===== config.mk =====
export PLATFORM = sky130hd
export DESIGN_NAME = iobus_ctrl
export DESIGN_NICKNAME = d
export VERILOG_FILES = /design/src/rtl/iobus_ctrl_pkg.sv /design/src/rtl/iobus_decoder.sv /design/src/rtl/iobus_ctrl.sv
export SDC_FILE = /design/constraint.sdc
export NUM_CORES = 1
export LEC_CHECK = 0
export CORE_MARGIN = 5
export CORE_UTILIZATION = 42
export DETAILED_ROUTE_END_ITERATION = 10
export GPL_ROUTABILITY_DRIVEN = 0
export PLACE_DENSITY = 0.84
export SYNTH_ARGS = -nofsm -noshare
export SYNTH_HDL_FRONTEND = slang
export SYNTH_HIERARCHICAL = 1
export SYNTH_SLANG_ARGS = --single-unit

===== constraint.sdc =====
create_clock -name clk -period 5.89 [get_ports clk]
set_input_delay 0.589 -clock clk [delete_from_list [all_inputs] [get_ports clk]]
set_output_delay 0.589 -clock clk [all_outputs]
set_load 0.02 [all_outputs]

===== src/rtl/iobus_ctrl_pkg.sv =====
// iobus_ctrl_pkg: shared constants, state encoding and sizing helpers for the
// I/O bus controller.
//   IO_*_WIDTH / PERIPH_ADDR_WIDTH : bus widths shared with the rest of the system
//   IOBUS_SLOTS / IOBUS_TIMEOUT    : controller defaults
//   IOBUS_IDLE..IOBUS_RELEASE      : 2-bit FSM state encodings
package iobus_ctrl_pkg;

    localparam int unsigned IO_ADDR_WIDTH     = 16;
    localparam int unsigned IO_DATA_WIDTH     = 32;
    localparam int unsigned PERIPH_ADDR_WIDTH = 8;

    localparam int unsigned IOBUS_SLOTS   = 4;
    localparam int unsigned IOBUS_TIMEOUT = 255;

    localparam logic [1:0] IOBUS_IDLE    = 2'd0;
    localparam logic [1:0] IOBUS_ACCESS  = 2'd1;
    localparam logic [1:0] IOBUS_DONE    = 2'd2;
    localparam logic [1:0] IOBUS_RELEASE = 2'd3;

    typedef enum logic [1:0] {
        StIdle    = IOBUS_IDLE,
        StAccess  = IOBUS_ACCESS,
        StDone    = IOBUS_DONE,
        StRelease = IOBUS_RELEASE
    } iobus_state_e;

    // Slot-select width: clog2(slots), never below 1.
    function automatic int unsigned sel_width(input int unsigned slots);
        return (slots > 1) ? $clog2(slots) : 1;
    endfunction

    // Timeout counter only needs to reach TIMEOUT-1.
    function automatic int unsigned cnt_width(input int unsigned timeout);
        return (timeout > 2) ? $clog2(timeout) : 1;
    endfunction

endpackage


===== src/rtl/iobus_decoder.sv =====
// iobus_decoder: combinational I/O address decode.
//   addr       in  : master address
//   slot_idx   out : slot index, addr[SLOT_ADDR_WIDTH +: SEL]
//   local_addr out : peripheral-local address, addr[SLOT_ADDR_WIDTH-1:0]
//   mapped     out : index < SLOTS and every address bit above the index is zero
module iobus_decoder
    import iobus_ctrl_pkg::*;
#(
    parameter int unsigned ADDR_WIDTH      = IO_ADDR_WIDTH,
    parameter int unsigned SLOT_ADDR_WIDTH = PERIPH_ADDR_WIDTH,
    parameter int unsigned SLOTS           = IOBUS_SLOTS,
    localparam int unsigned SEL            = sel_width(SLOTS)
) (
    input  logic [ADDR_WIDTH-1:0]      addr,
    output logic [SEL-1:0]             slot_idx,
    output logic [SLOT_ADDR_WIDTH-1:0] local_addr,
    output logic                       mapped
);

    localparam int unsigned Hi = SLOT_ADDR_WIDTH + SEL;

    logic upper_zero;

    generate
        if (ADDR_WIDTH > Hi) begin : g_upper
            assign upper_zero = ~|addr[ADDR_WIDTH-1:Hi];
        end else begin : g_no_upper
            assign upper_zero = 1'b1;
        end
    endgenerate

    always_comb begin
        slot_idx   = addr[SLOT_ADDR_WIDTH +: SEL];
        local_addr = addr[SLOT_ADDR_WIDTH-1:0];
        // Extra zero bit so SLOTS itself (e.g. 16 with SEL=4) is representable.
        mapped     = upper_zero && ({1'b0, slot_idx} < SLOTS[SEL:0]);
    end

endmodule


===== src/rtl/iobus_ctrl.sv =====
// iobus_ctrl: registered I/O bus controller fanning one master out to SLOTS
// peripherals with separate read/write data paths.
//   clk, rst_n          : clock, asynchronous active-low reset
//   read, write         : level-held master request
//   addr, wdata         : master address / write data, sampled in IDLE
//   rdata, ready, error : registered response; ready is a one-cycle pulse
//   s_read, s_write     : one-hot (or zero) per-slot strobes
//   s_addr, s_wdata     : shared slot address / write data, stable for an access
//   s_rdata, s_ready    : flattened per-slot read data and per-slot ready
module iobus_ctrl
    import iobus_ctrl_pkg::*;
#(
    parameter int unsigned ADDR_WIDTH      = IO_ADDR_WIDTH,
    parameter int unsigned DATA_WIDTH      = IO_DATA_WIDTH,
    parameter int unsigned SLOT_ADDR_WIDTH = PERIPH_ADDR_WIDTH,
    parameter int unsigned SLOTS           = IOBUS_SLOTS,
    parameter int unsigned TIMEOUT         = IOBUS_TIMEOUT
) (
    input  logic                        clk,
    input  logic                        rst_n,
    input  logic                        read,
    input  logic                        write,
    input  logic [ADDR_WIDTH-1:0]       addr,
    input  logic [DATA_WIDTH-1:0]       wdata,
    output logic [DATA_WIDTH-1:0]       rdata,
    output logic                        ready,
    output logic                        error,
    output logic [SLOTS-1:0]            s_read,
    output logic [SLOTS-1:0]            s_write,
    output logic [SLOT_ADDR_WIDTH-1:0]  s_addr,
    output logic [DATA_WIDTH-1:0]       s_wdata,
    input  logic [SLOTS*DATA_WIDTH-1:0] s_rdata,
    input  logic [SLOTS-1:0]            s_ready
);

    localparam int unsigned SEL = sel_width(SLOTS);
    localparam int unsigned CW  = cnt_width(TIMEOUT);
    localparam logic [CW-1:0] CntLast = CW'((TIMEOUT > 0) ? TIMEOUT - 1 : 0);

    iobus_state_e               state_q, state_d;
    logic [SEL-1:0]             sel_q, sel_d;
    logic                       is_read_q, is_read_d;
    logic [CW-1:0]              cnt_q, cnt_d;
    logic [DATA_WIDTH-1:0]      rdata_q, rdata_d;
    logic                       ready_q, ready_d;
    logic                       error_q, error_d;
    logic [SLOTS-1:0]           s_read_q, s_read_d;
    logic [SLOTS-1:0]           s_write_q, s_write_d;
    logic [SLOT_ADDR_WIDTH-1:0] s_addr_q, s_addr_d;
    logic [DATA_WIDTH-1:0]      s_wdata_q, s_wdata_d;

    logic [SEL-1:0]             dec_idx;
    logic [SLOT_ADDR_WIDTH-1:0] dec_local;
    logic                       dec_mapped;
    logic [SLOTS-1:0]           dec_hot;
    logic                       sel_ready;
    logic [DATA_WIDTH-1:0]      sel_rdata;

    iobus_decoder #(
        .ADDR_WIDTH      (ADDR_WIDTH),
        .SLOT_ADDR_WIDTH (SLOT_ADDR_WIDTH),
        .SLOTS           (SLOTS)
    ) u_decoder (
        .addr       (addr),
        .slot_idx   (dec_idx),
        .local_addr (dec_local),
        .mapped     (dec_mapped)
    );

    // Loop-based muxes keep out-of-range indices (non power-of-two SLOTS) harmless.
    always_comb begin
        sel_ready = 1'b0;
        sel_rdata = '0;
        dec_hot   = '0;
        for (int k = 0; k < SLOTS; k++) begin
            dec_hot[k] = (dec_idx == SEL'(k));
            if (sel_q == SEL'(k)) begin
                sel_ready = s_ready[k];
                sel_rdata = s_rdata[k*DATA_WIDTH +: DATA_WIDTH];
            end
        end
    end

    always_comb begin
        state_d   = state_q;
        sel_d     = sel_q;
        is_read_d = is_read_q;
        cnt_d     = cnt_q;
        rdata_d   = rdata_q;
        ready_d   = 1'b0;
        error_d   = error_q;
        s_read_d  = s_read_q;
        s_write_d = s_write_q;
        s_addr_d  = s_addr_q;
        s_wdata_d = s_wdata_q;

        case (state_q)
            StIdle: begin
                if (read || write) begin
                    sel_d     = dec_idx;
                    s_addr_d  = dec_local;
                    s_wdata_d = wdata;
                    is_read_d = read;
                    if (!dec_mapped || (read && write)) begin
                        state_d = StDone;
                        ready_d = 1'b1;
                        error_d = 1'b1;
                        rdata_d = '0;
                    end else begin
                        state_d = StAccess;
                        cnt_d   = '0;
                        if (read) s_read_d  = dec_hot;
                        else      s_write_d = dec_hot;
                    end
                end
            end
            StAccess: begin
                cnt_d = cnt_q + 1'b1;
                // Ready is tested first so it wins over a same-cycle timeout.
                if (sel_ready) begin
                    state_d   = StDone;
                    ready_d   = 1'b1;
                    error_d   = 1'b0;
                    s_read_d  = '0;
                    s_write_d = '0;
                    if (is_read_q) rdata_d = sel_rdata;
                end else if (TIMEOUT != 0 && cnt_q == CntLast) begin
                    state_d   = StDone;
                    ready_d   = 1'b1;
                    error_d   = 1'b1;
                    rdata_d   = '0;
                    s_read_d  = '0;
                    s_write_d = '0;
                end
            end
            StDone: begin
                state_d = StRelease;
            end
            StRelease: begin
                if (!read && !write) state_d = StIdle;
            end
            default: begin
                state_d = StIdle;
            end
        endcase
    end

    always_ff @(posedge clk or negedge rst_n) begin
        if (!rst_n) begin
            state_q   <= StIdle;
            sel_q     <= '0;
            is_read_q <= 1'b0;
            cnt_q     <= '0;
            rdata_q   <= '0;
            ready_q   <= 1'b0;
            error_q   <= 1'b0;
            s_read_q  <= '0;
            s_write_q <= '0;
            s_addr_q  <= '0;
            s_wdata_q <= '0;
        end else begin
            state_q   <= state_d;
            sel_q     <= sel_d;
            is_read_q <= is_read_d;
            cnt_q     <= cnt_d;
            rdata_q   <= rdata_d;
            ready_q   <= ready_d;
            error_q   <= error_d;
            s_read_q  <= s_read_d;
            s_write_q <= s_write_d;
            s_addr_q  <= s_addr_d;
            s_wdata_q <= s_wdata_d;
        end
    end

    assign rdata   = rdata_q;
    assign ready   = ready_q;
    assign error   = error_q;
    assign s_read  = s_read_q;
    assign s_write = s_write_q;
    assign s_addr  = s_addr_q;
    assign s_wdata = s_wdata_q;

endmodule

# Word level (Yosys, flattened, before mapping)
# Index checks and enable logic that the tools add are counted.
# totals
ff_bits,95
in_bits,184
out_inout_bits,82
elab_cells,91
# op_classes
addsub,1
n_eq_ne,18
muxes,43
reduce_logical,18
# ops
cell,count
32-bit two-way mux,9
32-bit case mux with 2 select lines,1
4-bit two-way mux,8
8-bit two-way mux,2
4-bit case mux with 2 select lines,2
8-bit case mux with 2 select lines,1
5-bit AND reduction,3
"2-bit equality test, second input constant",6
1-bit two-way mux,12
"2-bit inequality test, second input constant",6
2-bit two-way mux,5
"8-bit by 1-bit adder with 8-bit output, second input constant",1
"8-bit equality test, second input constant",1
2-bit case mux with 4 select lines,1
"2-bit by 1-bit equality test with 1-bit output, second input constant",3
2-bit logical NOT,3
"3-bit inequality test, second input constant",2
3-bit AND reduction,2
6-bit OR reduction,1
1-bit case mux with 2 select lines,2
4-bit AND reduction,1
1-bit logical AND,2
1-bit logical NOT,2
1-bit logical OR,2
other kinds (2),2

# Logic depth before layout (Yosys ltp)
# Gate-level depths: netlist of the first run.
# depth
ltp_word,8
mapped_depth,9

# Modules after synthesis
# Netlist of the first run, hierarchy kept.
# by_module_without_submodules
mod,instances,cells_per_inst,area_per_inst_um2,seq_area_each_um2
iobus_ctrl,1,315,4662.0,2377.3
iobus_decoder,1,12,92.6,0.0

# Worst setup path before layout of the first run
# No wires, ideal clock.
# synth_timing
path_type,input to register
start,in addr[15]
end,reg rdata_q[0] (netlist: rdata[0])
setup_time_ns,0.121
arrival_time_ns,2.568
required_ns,5.769
setup_slack_ns,3.201
cell_stages,8
n_path_buf,2
cell_sequence,or4_1 -> nor3_2 -> a21boi_0 -> o22ai_1 -> and4_1 -> clkbuf_1 -> clkbuf_1 -> a22o_1
# synth_via
elab_chain_cells,4
# synth_lines
element,line_no,text
from (decl),iobus_ctrl.sv:23,"input logic [ADDR_WIDTH-1:0] addr,"
6-bit OR reduction,iobus_decoder.sv:26,assign upper_zero = ~|addr[ADDR_WIDTH-1:Hi];
1-bit logical OR,iobus_ctrl.sv:104,if (!dec_mapped || (read && write)) begin
2-bit inequality test (no source line),-,
5-bit AND reduction (no source line),-,
to (signal assigned),iobus_ctrl.sv:166,rdata_q <= rdata_d;
to (decl),iobus_ctrl.sv:44,"logic [DATA_WIDTH-1:0] rdata_q, rdata_d;"
# Every way passes these cells.
# A chain may end at the register's enable or synchronous reset.

# Worst setup path after layout of the first run
# layout_timing
start,in addr[15]
end,reg rdata_q[10] (netlist: rdata[10])
# The elaborated chain is that of the path after synthesis.

==> metrics.yaml, run 1 <==
cts.htree.levels: 3
cts_buffer_depth: 2
placement.setup.worst_slack_ns: 2.28
min_period_ns: 3.21
clock_tree_from_tritoncts: "done"
synth.top_cells.by_area: "dfrtp_1 50%, mux4_2 16%, mux2_2 11%"
syn_area_per_cell_um2: 14.5
row_count: 38
worst_r2r_startpoint: "state_q[0]$_DFFE_PN0P_"
clock.fmax_mhz: 312
synthCells: 327
setup-tns-final_ns: 0
peakVddDrop_uv: 316
worstSetupStartpointType: "input port"
synth.top_cell.area_share: 0.500
finClkSkew_ns: 0.0110
end_kind: "flip-flop"
share_of_cells_above_drive_strength_1: 0.194
crit_path_cell_trace: "clkdlybuf4s50_1 -> or4_1 -> nor3_2 -> a21boi_0 -> o22ai_1 -> and4_1 -> a22o_1"
reg2reg_to: "rdata[27]$_DFFE_PN0P_"
antenna_violations_before_repair: 0
power.density_cell_area_mw_per_mm2: 433
cap_violations: 0
hold_path.class: "in2async"
pnr_worst_setup_slack_ns: 2.68
remaining_drc_errors: 0
synth_edf_count: 0
track_usage: 0.215
cts.sink_count: 95
reg2reg_setup_slack_ns: 2.81
route.detailed.vias_per_inst: 5.43
yosys.area.top_type: "dfrtp_1"
die_h_um: 116
number_of_post_cts_setup_repair_buffers: 0
synth-seq-cells: 95
mappedNetlistNets: 518
clk_pin_slew_worst_paths_ns: 0.07
final-setup-viol-count: 0
detail_route.iter0.violations: 160
route.antenna.remaining_nets: 0
timing.final.hold_violations: 0
outcome: "finished, final reports clean"
areaGrowthSynthToFinish_pct: 63.3
floorplan.core_area_mm2: 0.0110
crit_path_max_fanout: 32
synthFlopType: "dfrtp_1"
postSynth.asyncResetShare: 1.00
max-slew-margin-rel: 0.137
synth.yosys.warnings: 6
timing.critical_path.arrival_ns: 3.43
clock_latency_ns: 0.34
route.vias.total: 3896
yosysUniqueCellTypes: 41
grt_setup_unrepaired: "no"
globalRouteOverflowTotal: 0
final_max_slew_viol_count: 0
place_hpwl_um: 12300
period_share: 0.545
ff2ff_path_depth: 7
number_of_buffers_added_by_the_clock_tree_synthesis_step: 9
dieWidth_um: 116
crit_path_top_delay_cell: "and4_1"
synth_area_mm2: 0.00475
worstSetupPathType: "in2reg"
dr.pass1.iters: 4
power.leakage_nw: 3.17
ctsResizeCount: 0
drt-total-wl_um: 15300
worst_slew_pin_slew_ns: 1.29
num_antenna_cells: 0
ioPinCount: 266
port-buffer-count: 265
maximum_number_of_pins_on_one_net_before_global_route_repair: 52
grt_pass1_vias: 4199
synth_sequential_area_ratio: 0.500
grt_pass1_wl_um: 22300
cts_root_buf: "clkbuf_16"
starting_utilization_of_the_core_area: 0.433
cp.required_ns: 6.11
design.die.area_mm2: 0.0135
nets: 764
hold_buffers: 0
max_stage_delay_ns: 0.63
wire_per_inst_um: 21.2
-- flip-flops by register name, summed over array words and instances (netlist names) --
register   flops
s_read         4
sel_q          2
ready          1
s_addr         8
s_write        4
is_read_q      1
rdata         32
error          1
s_wdata       32
state_q        2
cnt_q          8
-- layer usage --
| layer | wire [um] | track usage | share of wire |
|---|---|---|---|
| met1 | 5370 | 0.245 | 0.35 |
| met2 | 7920 | 0.381 | 0.52 |
| met3 | 1640 | 0.0788 | 0.11 |
| met4 | 333 | 0.0603 | 0.022 |
| met5 | 0 | 0 | 0 |
-- final cells by class --
cell class / count / area, um2
Sequential cell: 95 / 2380
Fill cell: 776 / 3220
Clock buffer: 10 / 239
Inverter: 4 / 15.0
Tap cell: 140 / 175
Timing Repair Buffer: 269 / 2680
Multi-Input combinational cell: 194 / 2160
Clock inverter: 6 / 113
-- worst max-delay path by stage --
stage | from | end | cells after the start
2_1_floorplan | addr[15] | rdata[0]$_DFFE_PN0P_ | 8
5_1_grt | addr[15] | rdata[10]$_DFFE_PN0P_ | 7
6_report | addr[15] | rdata[10]$_DFFE_PN0P_ | 7
3_5_place_dp | addr[15] | rdata[10]$_DFFE_PN0P_ | 7
4_1_cts | addr[15] | rdata[10]$_DFFE_PN0P_ | 7
3_3_place_gp | addr[15] | rdata[10]$_DFFE_PN0P_ | 7
-- logic make-up (layout without fill, tap and decap cells) --
| kind of cell | after synthesis | after routing | share of synthesized area |
|---|---|---|---|
| flip-flops | 95 | 95 | 0.500 |
| multiplexers | 86 | 86 | 0.284 |
| AO/OA/AOI/OAI | 60 | 60 | 0.100 |
| AND/OR/NAND/NOR | 40 | 40 | 0.0482 |
| buffers and inverters | 38 | 289 | 0.0468 |
| adder cells (fa/ha/maj) | 7 | 7 | 0.0184 |
| XOR/XNOR | 1 | 1 | 0.00184 |
-- stage by stage --
| stage | cells | utilization | hold slack [ns] | instance area, um2 | power, mW |
|---|---|---|---|---|---|
| final | 718 | 0.707 | 0.230 | 7760 | 3.36 |
| after global routing | 718 | 0.707 | 0.285 | 7760 | 3.54 |
| after CTS | 718 | 0.707 | 0.253 | 7760 | 3.40 |
| after detailed placement | 702 | 0.675 | 0.487 | 7410 | 2.72 |
| after global placement | 702 | 0.675 | 0.475 | 7410 | 2.66 |
| after floorplan | 327 | - | 0.293 | 4750 | 2.02 |
-- synthesized netlist by cell type (all sizes together) (2+ instances only) --
master	count
o31ai	5
inv	4
nand2	9
ha	7
mux4	33
a21oi	5
nor2	5
nor3	3
o21ai	9
clkbuf	15
mux2i	2
and4	2
buf	19
and2	2
or4	3
mux2	51
nand3	5
nor3b	2
nand2b	3
a22o	33
dfrtp	95
and3	3
-- cell usage in the layout, fill, tap and decap left out, drive strengths merged, types with 2 or more instances in the layout --
cell type,count
a21oi,5
a22o,33
and2,2
and3,3
and4,2
buf,5
bufinv,3
clkbuf,10
clkdlybuf4s50,264
dfrtp,95
ha,7
inv,6
mux2,51
mux2i,2
mux4,33
nand2,9
nand2b,3
nand3,5
nor2,5
nor3,3
nor3b,2
o21ai,9
o31ai,5
or4,3
-- where the power goes --
part,switching [mW],total [mW],leakage [nW],internal (mW)
sequential,0.123,0.994,1.21,0.871
combinational,0.783,1.69,1.78,0.909
clock,0.247,0.675,0.173,0.429
-- critical path, delay by kind of cell --
kind | cells | cell delay, ns
compound gates | 3 | 1.10
buf+inv | 1 | 0.39
simple gates | 3 | 1.34
(Power assumes the default switching activity.)
==> run 2, diff against run 1 <==
CORE_UTILIZATION = 35   (was 42)
PLACE_DENSITY = 0.74   (was 0.84)
clock period = 2.9 ns   (was 5.89 ns; I/O delays follow)
==> metrics.yaml, run 2 (same netlist as run 1, synthesis figures left out) <==
post-route-cell-area_mm2: 0.00783  # +0.92%
clock_tree_from_tritoncts: "done"
num-fill-cells: 1054  # +36%
crit_path_max_fanout: 32  # unchanged
ff2ff_path_depth: 4  # -3
maximum_number_of_pins_on_one_net_before_global_route_repair: 59  # +13%
power.leakage_nw: 3.18  # +0.52%
number_of_buffers_added_by_the_clock_tree_synthesis_step: 9  # unchanged
hold_buffers: 0  # unchanged
timing.critical_path.arrival_ns: 2.81  # -0.62 ns
clk_pin_slew_worst_paths_ns: 0.06  # about the same
peakVddDrop_uv: 593  # +87%
cap_violations: 0  # unchanged
number_of_post_cts_setup_repair_buffers: 0  # unchanged
swShare: 0.339  # -0.00409
remaining_drc_errors: 0  # unchanged
track_usage: 0.188  # -0.0275
route.antenna.remaining_nets: 0  # unchanged
detail_route.iter0.violations: 166  # +3.8%
grt_pass1_wl_um: 23600  # +5.6%
antenna_violations_before_repair: 0  # unchanged
layout_commonest_cell: "clkdlybuf4s50_1"
dr.pass1.iters: 4  # unchanged
outcome: "finished, final reports clean"
cts_root_buf: "clkbuf_16"
final-setup-viol-count: 0  # unchanged
max-slew-margin-rel: 0.147  # +0.00942
min_period_ns: 2.53
setup-tns-final_ns: 0  # unchanged
globalRouteOverflowTotal: 0  # unchanged
layout.cells.most_common_list: "264 x clkdlybuf4s50_1, 94 x dfrtp_1, 47 x mux2_2, 33 x mux4_2, 33 x a22o_1"
row_count: 42  # +11%
route.vias.total: 3887  # -0.23%
final_cell_utilization_of_the_core: 0.589  # -0.118
ctsResizeCount: 0  # unchanged
worst_slew_pin_slew_ns: 1.28  # -0.0141 ns
switchingPower_mw: 2.29  # +99%
areaGrowthSynthToFinish_pct: 64.8
setup.worst_path.start: "sel_q[0]$_DFFE_PN0P_"
max_stage_delay_ns: 1.03  # +0.40 ns
clock_latency_ns: 0.34  # about the same
power.clock.fraction: 0.196  # -0.005
worstSetupEndpoint: "rdata[28]$_DFFE_PN0P_"
period_share: 0.873
grt_pass1_vias: 4194  # -0.12%
worstSetupPathType: "reg2reg"
power.density_cell_area_mw_per_mm2: 864  # +100%
timing.final.hold_violations: 0  # unchanged
route.detailed.vias_per_inst: 5.13  # -5.5%
p_int_mw: 4.48  # +100%
reg2reg_to: "rdata[28]$_DFFE_PN0P_"
cts.sink_count: 95  # unchanged
starting_utilization_of_the_core_area: 0.358  # -0.0753
hold_path.class: "in2async"
cp.required_ns: 3.17  # -2.94 ns
end_kind: "flip-flop"
nets: 769  # +0.65%
worstSetupStartpointType: "flip-flop"
grt_setup_unrepaired: "no"
power.combinational.fraction: 0.508  # +0.005
cts_buffer_depth: 2  # unchanged
dieWidth_um: 127  # +8.7%
finClkSkew_ns: 0.00950  # -0.00149 ns
wire_per_inst_um: 20.1  # -5.5%
clock.fmax_mhz: 395
place_hpwl_um: 12100  # -1.5%
crit_path_cell_trace: "mux4_2 -> and2_4 -> o31ai_4 -> a22o_1"
port-buffer-count: 265  # unchanged
worst_r2r_startpoint: "sel_q[0]$_DFFE_PN0P_"
die_h_um: 127  # +8.7%
final_max_slew_viol_count: 0  # unchanged
reg2reg_setup_slack_ns: 0.37  # -2.44 ns
share_of_cells_above_drive_strength_1: 0.196  # +0.00210
ioPinCount: 266  # unchanged
floorplan.core_area_mm2: 0.0133  # +21%
crit_path_top_delay_cell: "o31ai_4"
num_antenna_cells: 0  # unchanged
pnr_worst_setup_slack_ns: 0.367  # -2.31 ns
drt-total-wl_um: 15200  # -0.19%
placement.setup.worst_slack_ns: 0.00811  # -2.27 ns
cts.htree.levels: 3  # unchanged
design.die.area_mm2: 0.0160  # +18%
placement.cell_area_mm2: 0.00751  # +1.3%
sequentialPowerShare: 0.296  # about the same
report.power.total_mw: 6.77  # +100%
## run 2: cell types whose count changed in the layout (fill, tap and decap cells not counted), sizes merged
cell	before	now
clkbuf	10	11
inv	6	4
buf	5	10
## run 2: critical path, delay by kind of cell (launching register included)
family | cells | cell delay (ns)
flip-flops | 1 | 0.37
multiplexers | 1 | 0.56
AND/OR/NAND/NOR | 1 | 0.20
AO/OA/AOI/OAI | 2 | 1.33
## run 2: power by group through the flow
stage / logic (mW) / registers [mW] / clock network, mW
after CTS: 3.51 / 2.01 / 1.36
after global routing: 3.67 / 2.07 / 1.41
after global placement: 3.44 / 2.01 / 0
final: 3.44 / 2.00 / 1.33
after detailed placement: 3.50 / 2.03 / 0
after floorplan: 1.62 / 2.49 / 0
## run 2: worst min path at each step
stage               slack (ns)  start                     end  depth (start not counted)
floorplan               -0.006  rst_n    cnt_q[0]$_DFFE_PN0P_                          0
global placement          0.40  rst_n  s_wdata[9]$_DFFE_PN0P_                          1
detailed placement        0.43  rst_n  s_wdata[9]$_DFFE_PN0P_                          1
CTS                       0.05  rst_n   s_addr[1]$_DFFE_PN0P_                          1
global route              0.09  rst_n  s_wdata[8]$_DFFE_PN0P_                          1
finish                    0.02  rst_n  s_wdata[9]$_DFFE_PN0P_                          1
## run 2: metal layers
layer,up-vias,wire length [um],global-route usage
li1,1754,-,-
met1,1948,5640,0.213
met2,167,8020,0.333
met3,18,1270,0.0597
met4,0,294,0.0637
met5,-,0,0
## run 2: layout make-up
cell class / count / area (um2) / area share
timing repair buffer: 274 / 2730 / 0.349
clock buffer: 11 / 233 / 0.0297
multi-input combinational: 194 / 2160 / 0.276
sequential: 95 / 2380 / 0.304
clock inverter: 4 / 95.1 / 0.0121
tap: 176 / 220 / 0.0281
inverter: 4 / 15.0 / 0.00192
## run 2: through the flow
step / hold WS (ns) / instances
2_1_floorplan: -0.00559 / 327
3_3_place_gp: 0.402 / 743
3_5_place_dp: 0.428 / 743
4_1_cts: 0.0549 / 758
5_1_grt: 0.0885 / 758
6_report: 0.0227 / 758
